[src/rtl/rr_arbiter_pkg.sv]
// ----------------------------------------------------------------------------
// rr_arbiter_pkg
// Shared types and helpers for the round-robin arbiter.
//   rr_state_e  : arbiter state {IDLE, BUSY}
//   rr_ptr_next : search start index following the last granted index
// ----------------------------------------------------------------------------
package rr_arbiter_pkg;

    typedef enum logic {
        IDLE = 1'b0,
        BUSY = 1'b1
    } rr_state_e;

    // Index after `last`, wrapping to 0 past the top requester.
    function automatic int unsigned rr_ptr_next(input int unsigned last,
                                                input int unsigned n);
        return (last + 1 >= n) ? 0 : last + 1;
    endfunction

endpackage : rr_arbiter_pkg

[src/rtl/rr_arbiter_lowest_set_enc.sv]
// ----------------------------------------------------------------------------
// lowest_set_enc
// Lowest-index priority encoder.
//   bits  in  W           : candidate vector
//   idx   out $clog2(W)   : index of the lowest set bit (0 when none)
//   found out 1           : at least one bit of `bits` is set
// ----------------------------------------------------------------------------
module lowest_set_enc #(
    parameter int unsigned W = 8,
    localparam int unsigned IW = (W > 1) ? $clog2(W) : 1
) (
    input  logic [W-1:0]  bits,
    output logic [IW-1:0] idx,
    output logic          found
);

    // Scan from the top down so the lowest set bit is the last one written.
    always_comb begin
        idx   = '0;
        found = 1'b0;
        for (int i = int'(W) - 1; i >= 0; i--) begin
            if (bits[i]) begin
                idx   = IW'(i);
                found = 1'b1;
            end
        end
    end

endmodule : lowest_set_enc

[src/rtl/rr_arbiter.sv]
// ----------------------------------------------------------------------------
// rr_arbiter
// Round-robin arbiter for N level-signalling requesters. Issues a registered
// one-hot grant and holds it until the holder drops its request; the next
// holder is picked on the same edge, searching upward from the index after
// the previous holder.
//
// Optional build macro: RR_ARBITER_TIMEOUT_EN
//   Adds a hold counter that forcibly revokes a grant after MAX_HOLD
//   consecutive cycles and pulses `timeout`. Without it `timeout` is tied 0.
//
// Ports:
//   clk          in   1    rising-edge clock
//   rst          in   1    synchronous active-high reset
//   req          in   N    request per requester, held for the transaction
//   grant        out  N    one-hot grant, registered
//   grant_id     out  IDW  binary index of the holder (valid with grant_valid)
//   grant_valid  out  1    grant is non-zero
//   timeout      out  1    one-cycle pulse on forced revocation
// ----------------------------------------------------------------------------
module rr_arbiter
    import rr_arbiter_pkg::*;
#(
    parameter int unsigned N        = 8,
    parameter int unsigned MAX_HOLD = 16,
    localparam int unsigned IDW     = $clog2(N)
) (
    input  logic           clk,
    input  logic           rst,
    input  logic [N-1:0]   req,
    output logic [N-1:0]   grant,
    output logic [IDW-1:0] grant_id,
    output logic           grant_valid,
    output logic           timeout
);

    // Reject illegal configurations at elaboration.
    if (N < 2 || N > 64) begin : g_bad_n
        $error("rr_arbiter: N must be in 2..64");
    end
    if (MAX_HOLD < 1) begin : g_bad_hold
        $error("rr_arbiter: MAX_HOLD must be at least 1");
    end

    rr_state_e      state_q, state_d;
    logic [N-1:0]   grant_q, grant_d;
    logic [IDW-1:0] grant_id_q, grant_id_d;
    logic           grant_valid_q, grant_valid_d;
    logic [IDW-1:0] last_id_q, last_id_d;

`ifdef RR_ARBITER_TIMEOUT_EN
    localparam int unsigned CNT_W = $clog2(MAX_HOLD + 1);
    logic [CNT_W-1:0] hold_cnt_q, hold_cnt_d;
    logic             timeout_q, timeout_d;
`endif

    logic           holder_req_c;
    logic           release_c;
    logic           revoke_c;
    logic           switch_c;
    logic [N-1:0]   elig_c;
    logic [N-1:0]   elig_masked_c;
    logic [IDW-1:0] ptr_c;
    logic [IDW-1:0] masked_idx_c, full_idx_c, pick_id_c;
    logic           masked_found_c, full_found_c, pick_found_c;
    logic [N-1:0]   pick_onehot_c;

    // Eligibility: the current holder is never eligible for its own
    // replacement; grant_q is zero in IDLE so this is plain req there.
    always_comb begin
        holder_req_c = |(req & grant_q);
        release_c    = (state_q == BUSY) && !holder_req_c;
        revoke_c     = 1'b0;
`ifdef RR_ARBITER_TIMEOUT_EN
        // A release in the same cycle wins: revoke needs the holder still requesting.
        revoke_c     = (state_q == BUSY) && holder_req_c &&
                       (hold_cnt_q == CNT_W'(MAX_HOLD - 1));
`endif
        switch_c     = release_c || revoke_c;
        elig_c       = req & ~grant_q;
    end

    // Search start and rotating mask: bits below ptr are dropped from the
    // masked search so indices at or above ptr win.
    always_comb begin
        ptr_c = IDW'(rr_ptr_next(32'(last_id_q), N));
        for (int unsigned i = 0; i < N; i++) begin
            elig_masked_c[i] = elig_c[i] && (i >= 32'(ptr_c));
        end
    end

    lowest_set_enc #(.W(N)) u_enc_masked (
        .bits  (elig_masked_c),
        .idx   (masked_idx_c),
        .found (masked_found_c)
    );

    lowest_set_enc #(.W(N)) u_enc_full (
        .bits  (elig_c),
        .idx   (full_idx_c),
        .found (full_found_c)
    );

    // Masked result wins; otherwise fall back to the lowest eligible index.
    always_comb begin
        pick_id_c    = masked_found_c ? masked_idx_c : full_idx_c;
        pick_found_c = full_found_c;
        for (int unsigned i = 0; i < N; i++) begin
            pick_onehot_c[i] = (pick_id_c == IDW'(i));
        end
    end

    // Next-state logic.
    always_comb begin
        state_d = state_q;
        unique case (state_q)
            IDLE: begin
                if (pick_found_c) begin
                    state_d = BUSY;
                end
            end
            BUSY: begin
                if (switch_c && !pick_found_c) begin
                    state_d = IDLE;
                end
            end
            default: state_d = IDLE;
        endcase
    end

    // Grant datapath: load a new grant, clear it, or hold it.
    always_comb begin
        grant_d       = grant_q;
        grant_id_d    = grant_id_q;
        grant_valid_d = grant_valid_q;
        last_id_d     = last_id_q;
`ifdef RR_ARBITER_TIMEOUT_EN
        hold_cnt_d    = hold_cnt_q;
        timeout_d     = revoke_c;
`endif
        if (((state_q == IDLE) || switch_c) && pick_found_c) begin
            grant_d       = pick_onehot_c;
            grant_id_d    = pick_id_c;
            grant_valid_d = 1'b1;
            last_id_d     = pick_id_c;
`ifdef RR_ARBITER_TIMEOUT_EN
            hold_cnt_d    = '0;
`endif
        end else if (switch_c) begin
            grant_d       = '0;
            grant_id_d    = '0;
            grant_valid_d = 1'b0;
`ifdef RR_ARBITER_TIMEOUT_EN
            hold_cnt_d    = '0;
`endif
        end else if (state_q == BUSY) begin
`ifdef RR_ARBITER_TIMEOUT_EN
            hold_cnt_d    = hold_cnt_q + CNT_W'(1);
`endif
        end
    end

    // State and output registers; last_id resets to N-1 so the first search starts at 0.
    always_ff @(posedge clk) begin
        if (rst) begin
            state_q       <= IDLE;
            grant_q       <= '0;
            grant_id_q    <= '0;
            grant_valid_q <= 1'b0;
            last_id_q     <= IDW'(N - 1);
`ifdef RR_ARBITER_TIMEOUT_EN
            hold_cnt_q    <= '0;
            timeout_q     <= 1'b0;
`endif
        end else begin
            state_q       <= state_d;
            grant_q       <= grant_d;
            grant_id_q    <= grant_id_d;
            grant_valid_q <= grant_valid_d;
            last_id_q     <= last_id_d;
`ifdef RR_ARBITER_TIMEOUT_EN
            hold_cnt_q    <= hold_cnt_d;
            timeout_q     <= timeout_d;
`endif
        end
    end

    assign grant       = grant_q;
    assign grant_id    = grant_id_q;
    assign grant_valid = grant_valid_q;
`ifdef RR_ARBITER_TIMEOUT_EN
    assign timeout     = timeout_q;
`else
    assign timeout     = 1'b0;
`endif

endmodule : rr_arbiter

[config.mk]
export PLATFORM = sky130hd
export DESIGN_NAME = rr_arbiter
export DESIGN_NICKNAME = d
export VERILOG_FILES = /design/src/rtl/rr_arbiter_pkg.sv /design/src/rtl/rr_arbiter_lowest_set_enc.sv /design/src/rtl/rr_arbiter.sv
export SDC_FILE = /design/constraint.sdc
export NUM_CORES = 1
export LEC_CHECK = 0
export ABC_AREA = 1
export CORE_MARGIN = 2
export CORE_UTILIZATION = 36
export CTS_CLUSTER_SIZE = 16
export DETAILED_ROUTE_END_ITERATION = 12
export DONT_BUFFER_PORTS = 1
export PLACE_DENSITY = 0.55
export SLEW_MARGIN = 10
export SYNTH_ARGS = -nofsm -noshare
export SYNTH_HDL_FRONTEND = slang
export SYNTH_SLANG_ARGS = --single-unit
[constraint.sdc]
create_clock -name clk -period 2.3 [get_ports clk]
set_input_delay 0.345 -clock clk [delete_from_list [all_inputs] [get_ports clk]]
set_output_delay 0.345 -clock clk [all_outputs]
set_load 0.02 [all_outputs]
==> results_dict.tcl, run 1 <==
set metrics [dict create \
    dr.first_iter.drc_count 24 \
    max_freq_ghz 0.533 \
    routed.top_layer "met4" \
    synth.avg_cell_area_um2 7.31 \
    yosys_warnings 0 \
    timing.critical_path.depth 9 \
    routed_wire_length_per_instance_um 12.4 \
    clk_pin_slew_ps 80 \
    yosys.cell_count.top_type "sky130_fd_sc_hd__nand2_1" \
    clock_tree.buffer_depth 2 \
    grt_pass1_wl_mm 4.13 \
    grt_setup_unrepaired "no" \
    fin_tns_setup_ps 0 \
    root_buffer "sky130_fd_sc_hd__clkbuf_4" \
    fraction_of_the_cycle_the_final_worst_path_needs 0.816 \
    vias_per_cell 4.92 \
    fp.dieArea_um2 3700 \
    number_of_global_route_vias_before_repair 934 \
    synth.cells.most_frequent "29 x sky130_fd_sc_hd__nand2_1, 24 x sky130_fd_sc_hd__inv_1, 18 x sky130_fd_sc_hd__nand3_1" \
    finClkSkew_ps 2.99 \
    power-per-cell-area_nw_per_um2 1550 \
    postSynth.topFlopCell "sky130_fd_sc_hd__dfxtp_1" \
    max_cap_viol_count 0 \
    postCtsHoldBufs 0 \
    slowest_delay_ps 370 \
    drt_pre_antenna_iters 4 \
    number_of_cells_upsized_or_downsized_after_cts 0 \
    synth_cells 159 \
    setup.worst_path.start_class "register" \
    synth-edff-count 0 \
    hold_viol 0 \
    synth_fp_nets 170 \
    core_area_um2 3050 \
    synthTopCellsByArea "sky130_fd_sc_hd__dfxtp_1 28%, sky130_fd_sc_hd__nand2_1 9.4%, sky130_fd_sc_hd__nand3_1 7.8%" \
    routed_wl_mm 2.51 \
    max-vdd-ir-drop_v 0.000672 \
    slew_violations 0 \
    placedCellCount 199 \
    cts-buffers-inserted 3 \
    drive_above_1_share 0.196 \
    grt.total_usage 0.150 \
    r2r_cells 9 \
    postCtsSetupBuffers 0 \
    length_of_routed_met2_wiring_mm 1.24 \
    core.rowCount 20 \
    synthDistinctLibCells 27 \
    synth_seq_cells 16 \
    critical_path.endpoint_type "register" \
    post_synthesis_async_set_or_reset_flop_share 0 \
    place.port_buffers 0 \
    ioPinCount 23 \
    grt.overflow.total 0 \
    synth_top_cell_by_area "sky130_fd_sc_hd__dfxtp_1" \
    grt_max_degree 17 \
    clock_tree_from_tritoncts "yes" \
    finalNonFillerCells 202 \
    cts.sinks 16 \
    insertedDiodeCount 0 \
    timing.final.setup_violations 0 \
    synth_top_area_frac 0.276 \
    initial_antenna_violation_count 0 \
    drt.antenna.violating_nets 0 \
    via_count 994 \
    status "finished, final reports clean" \
    critical_path.reg2reg.startpoint "last_id_q[0]" \
    timing.critical_path.from "last_id_q[0]" \
    timing.critical_path.mode_cell "sky130_fd_sc_hd__nand2_2" \
    met3WireLength_um 109 \
    finish.net_count 171 \
    insertion_delay_ps 280 \
    critPathBufInv 0 \
    fp.dieW_um 60.8 \
    data_arrival_time_of_the_critical_path_ps 2090 \
    timing.critical_path.cells "ha_1 > nand2_2 > o211ai_2 > nand2_2 > nor2_8 > nand4_4 > nand2_2 > nand3_1 > a21oi_1" \
    static-leakage-power_uw 0.000550 \
    fin_worst_hold_slack_ps 120 \
    wl_met1_mm 1.12 \
    dpl.hpwl_mm 2.05 \
    min_period_ps 1880 \
    hold_path_class "input port to register" \
    r2r-end "grant[5]" \
    critPathKind "register to register" \
    gp_routability_congestion 0.839 \
    synth_sequential_area_ratio 0.276 \
    cp_max_fo 5 \
    cp_slowest_cell "sky130_fd_sc_hd__dfxtp_1" \
    netlist_area_um2 1160 \
    floorplan.die.height_um 60.8 \
    route.detailed.drc 0 \
    area_growth_pct 2.69 \
    timing.reg2reg.setup_slack_ps 420 \
    start_util 0.381 \
    crit_required_ps 2510 \
    h-tree-depth 1 \
    cpLargestDelayFamily "simple AND/OR/NAND/NOR gates" \
    timing.critical_path.to "grant[5]" \
]
==> per-layer routing <==
layer	track usage	vias to the layer above
met5	0	-
met4	0.0621	0
met3	0.0213	5
met2	0.241	19
met1	0.203	448
li1	-	522
==> stage by stage <==
stage	utilization	total power (uW)	area [um2]	worst slack, ps
2_1_floorplan	-	1540	1160	616
3_3_place_gp	0.384	1710	1170	441
3_5_place_dp	0.384	1720	1170	427
5_1_grt	0.391	2010	1190	211
4_1_cts	0.391	1860	1190	398
6_report	0.391	1850	1190	422
==> placed cells by master, fill, tap and decap left out <==
master	instances
sky130_fd_sc_hd__nand2_1	29
sky130_fd_sc_hd__inv_1	24
sky130_fd_sc_hd__nand3_1	18
sky130_fd_sc_hd__dfxtp_1	16
sky130_fd_sc_hd__a21oi_1	15
sky130_fd_sc_hd__nand2_2	10
sky130_fd_sc_hd__nor2_1	9
sky130_fd_sc_hd__nand4_1	8
sky130_fd_sc_hd__nand2_4	5
sky130_fd_sc_hd__nand3_2	3
sky130_fd_sc_hd__clkbuf_4	3
sky130_fd_sc_hd__o21ai_4	2
sky130_fd_sc_hd__o21ai_0	2
sky130_fd_sc_hd__nor2_8	2
sky130_fd_sc_hd__o211ai_1	2
sky130_fd_sc_hd__o211ai_2	1
sky130_fd_sc_hd__nand4_4	1
sky130_fd_sc_hd__a31oi_1	1
sky130_fd_sc_hd__inv_2	1
sky130_fd_sc_hd__nor2_2	1
sky130_fd_sc_hd__o31ai_1	1
sky130_fd_sc_hd__nor2_4	1
sky130_fd_sc_hd__a21oi_4	1
sky130_fd_sc_hd__ha_1	1
sky130_fd_sc_hd__conb_1	1
==> how the worst min path moves through the flow <==
| stage | cells after the start | end | from | slack [ps] |
|---|---|---|---|---|
| global route | 1 | grant[6] | rst | 110 |
| CTS | 1 | grant[6] | rst | 120 |
| detailed placement | 1 | grant[6] | rst | 420 |
| finish | 1 | grant_id[1] | rst | 120 |
| global placement | 1 | grant[6] | rst | 420 |
| floorplan | 1 | grant[6] | rst | 410 |
==> registers in the layout (all words and copies together), names as in the netlist <==
| signal | count |
|---|---|
| grant | 8 |
| last_id_q | 3 |
| grant_id | 3 |
| grant_valid | 1 |
| state_q | 1 |
==> kinds of logic after synthesis <==
logic type      synth area share
flops                      0.276
buf+inv                    0.121
other cells              0.00323
compound gates             0.151
simple gates               0.439
fa+ha+maj                 0.0108
==> power breakdown <==
group	leakage, uW	internal, uW	switching, uW
Combinational	0.000404	376	803
Clock	0.0000138	60.8	79.7
Sequential	0.000132	367	161
Total	0.000550	804	1040
==> final cells by class <==
cell class	count	area, um2
clock buffer	3	22.5
inverter	25	93.8
sequential	16	320
multi-input combinational	114	702
tap	44	55.1
fill	351	1860
Note: power is estimated with default switching activity, not from simulation.
==> run 2: changes to the inputs <==
Settings changed: PLACE_DENSITY 0.55 to 0.57.
Clock period 2.3 ns to 1.6 ns, I/O delays scaled along.
==> run 2 against run 1 <==
Net effect: the flow now finishes with violations (negative setup slack); register-to-register slack worse by 610 ps; sequential power increased by 29%; final cell count is 12% higher; worst setup slack lost 610 ps; flip-flop and latch count did not move; cell area rose by 22%; core utilization is 8.6 points higher; combinational power up 98%; first-iteration DRC count is 13% higher; largest cell class unchanged; largest power group unchanged; highest routed layer unchanged.
==> results_dict.tcl, run 2 (synthesis gave the netlist of run 1 again) <==
set metrics [dict create \
    cts-buffers-inserted 3 \
    insertion_delay_ps 300 \
    total_power_uw 3290 \
    slew_violations 0 \
    post_dp_cell_area_um2 1360 \
    max-vdd-ir-drop_v 0.00110 \
    clock_tree_from_tritoncts "yes" \
    grt.total_usage 0.165 \
    data_arrival_time_of_the_critical_path_ps 2010 \
    fin_ws_ps -189 \
    h-tree-depth 1 \
    via_count 1120 \
    grt_setup_unrepaired "yes" \
    timing.final.setup_violations 14 \
    r2r_cells 12 \
    power-per-cell-area_nw_per_um2 2260 \
    number_of_global_route_vias_before_repair 1037 \
    floorplan.die.height_um 60.8 \
    num-fill-cells 328 \
    status "complete, but fails checks" \
    worstHoldEndpoint "grant[3]" \
    largest_reg_flops 8 \
    core_area_um2 3050 \
    grt.overflow.total 0 \
    hold_path_class "input port to register" \
    hold_depth 1 \
    critPathKind "register to register" \
    fraction_of_the_cycle_the_final_worst_path_needs 1.12 \
    final_cell_area_um2 1460 \
    drt_pre_antenna_iters 4 \
    drt.antenna.violating_nets 0 \
    worstHoldStart "rst" \
    failed_checks "negative setup slack" \
    finalNonFillerCells 227 \
    placedCellCount 221 \
    postLayoutCoreUtil 0.477 \
    r2r-end "grant[0]" \
    drive_above_1_share 0.388 \
    finClkSkew_ps 11.9 \
    critical_path.endpoint_type "register" \
    area_growth_pct 25.3 \
    insertedDiodeCount 0 \
    routed_wire_length_per_instance_um 12.6 \
    route.detailed.drc 0 \
    dr.first_iter.drc_count 27 \
    fin_tns_setup_ps -1690 \
    finish.net_count 195 \
    root_buffer "sky130_fd_sc_hd__clkbuf_4" \
    setup.worst_path.start_class "register" \
    critical_path.reg2reg.startpoint "last_id_q[0]" \
    max_cap_viol_count 0 \
    core.rowCount 20 \
    cts.sinks 16 \
    fp.dieW_um 60.8 \
    gp_routability_congestion 0.901 \
    ioPinCount 23 \
    grt_max_degree 13 \
    ff_latch_area_um2 325 \
    most_used_cells_in_the_layout_excluding_fill_and_tap_cells "23 x sky130_fd_sc_hd__nand2_1, 23 x sky130_fd_sc_hd__buf_4, 22 x sky130_fd_sc_hd__inv_1, 17 x sky130_fd_sc_hd__nand3_1, 14 x sky130_fd_sc_hd__dfxtp_1" \
    hold_viol 0 \
    fp.dieArea_um2 3700 \
    start_util 0.381 \
    grt_pass1_wl_mm 4.55 \
    place.port_buffers 0 \
    crit_required_ps 1820 \
    timing.reg2reg.setup_slack_ps -190 \
    dpl.hpwl_mm 2.29 \
    min_period_ps 1790 \
    cp_max_fo 6 \
    multi_input_area_um2 763 \
    clk_pin_slew_ps 100 \
    initial_antenna_violation_count 0 \
    clock_tree.buffer_depth 2 \
    routed_wl_mm 2.87 \
    static-leakage-power_uw 0.000688 \
    vias_per_cell 4.93 \
    max_freq_ghz 0.559 \
]
[run 2: changes by cell type in the layout (fill, tap and decap cells not counted), moves of 2 or more]
cell / change
sky130_fd_sc_hd__dfxtp_1: -2
sky130_fd_sc_hd__a21oi_2: +3
sky130_fd_sc_hd__nand2_2: +3
sky130_fd_sc_hd__inv_1: -2
sky130_fd_sc_hd__nand2_1: -6
sky130_fd_sc_hd__a21oi_1: -3
sky130_fd_sc_hd__inv_2: +2
sky130_fd_sc_hd__buf_4: +23
sky130_fd_sc_hd__nand2_4: +3
[run 2: stage by stage]
step | setup slack, ps | hold WS (ps)
final | -189 | 4.86
after global routing | -287 | 2.00
after CTS | -185 | 6.06
after detailed placement | -168 | 314
after global placement | -135 | 310
after floorplan | -48.4 | 309
[run 2: final cells by class]
cell class                 instances  area share
sequential                        16       0.223
clock buffer                       4      0.0249
timing repair buffer              24       0.125
multi-input combinational        114       0.524
tap                               44      0.0378
inverter                          25      0.0644
[run 2: where the power goes]
part	total, uW	leakage [uW]	internal, uW	switching, uW
logic	2340	0.000535	895	1440
clock network	269	0.0000210	139	131
registers	680	0.000132	537	143
[run 2: worst max-delay path: stages, from the launching register on]
cell and delay [ps]:
sky130_fd_sc_hd__dfxtp_4 370, sky130_fd_sc_hd__ha_4 160, sky130_fd_sc_hd__inv_2 40, sky130_fd_sc_hd__nand2_2 50
sky130_fd_sc_hd__nand2_4 70, sky130_fd_sc_hd__nand2_4 80, sky130_fd_sc_hd__o21ai_4 190, sky130_fd_sc_hd__nand2_4 90
sky130_fd_sc_hd__nor2_8 160, sky130_fd_sc_hd__nand2_4 80, sky130_fd_sc_hd__a21oi_4 170, sky130_fd_sc_hd__nand4_1 140
sky130_fd_sc_hd__a21oi_1 140
[run 2: layer usage]
layer	up-vias	track usage	wire length, um
met3	5	0.0213	103
met2	20	0.273	1420
li1	570	-	-
met1	525	0.218	1300
met4	0	0.0652	43
met5	-	0	0
[run 2: worst max path at each step]
stage / from / endpoint / slack [ps] / cells past startpoint
6_report: last_id_q[0] / grant[0] / -190 / 12
5_1_grt: last_id_q[0] / grant[0] / -290 / 12
4_1_cts: last_id_q[0] / grant[0] / -180 / 12
3_5_place_dp: last_id_q[0] / grant[0] / -170 / 12
3_3_place_gp: last_id_q[0] / grant[2] / -130 / 12
2_1_floorplan: last_id_q[0] / grant[2] / -50 / 12
[run 2: repair_timing]
item                                   in CTS  in global routing
gates resized for setup                     6                  8
endpoints found under the hold margin       6                  0
setup buffers                               0                  1
hold buffers                                1                  0
pin swaps                                   7                  5
setup endpoints to repair                  14                 15
cloned                                      0                  0
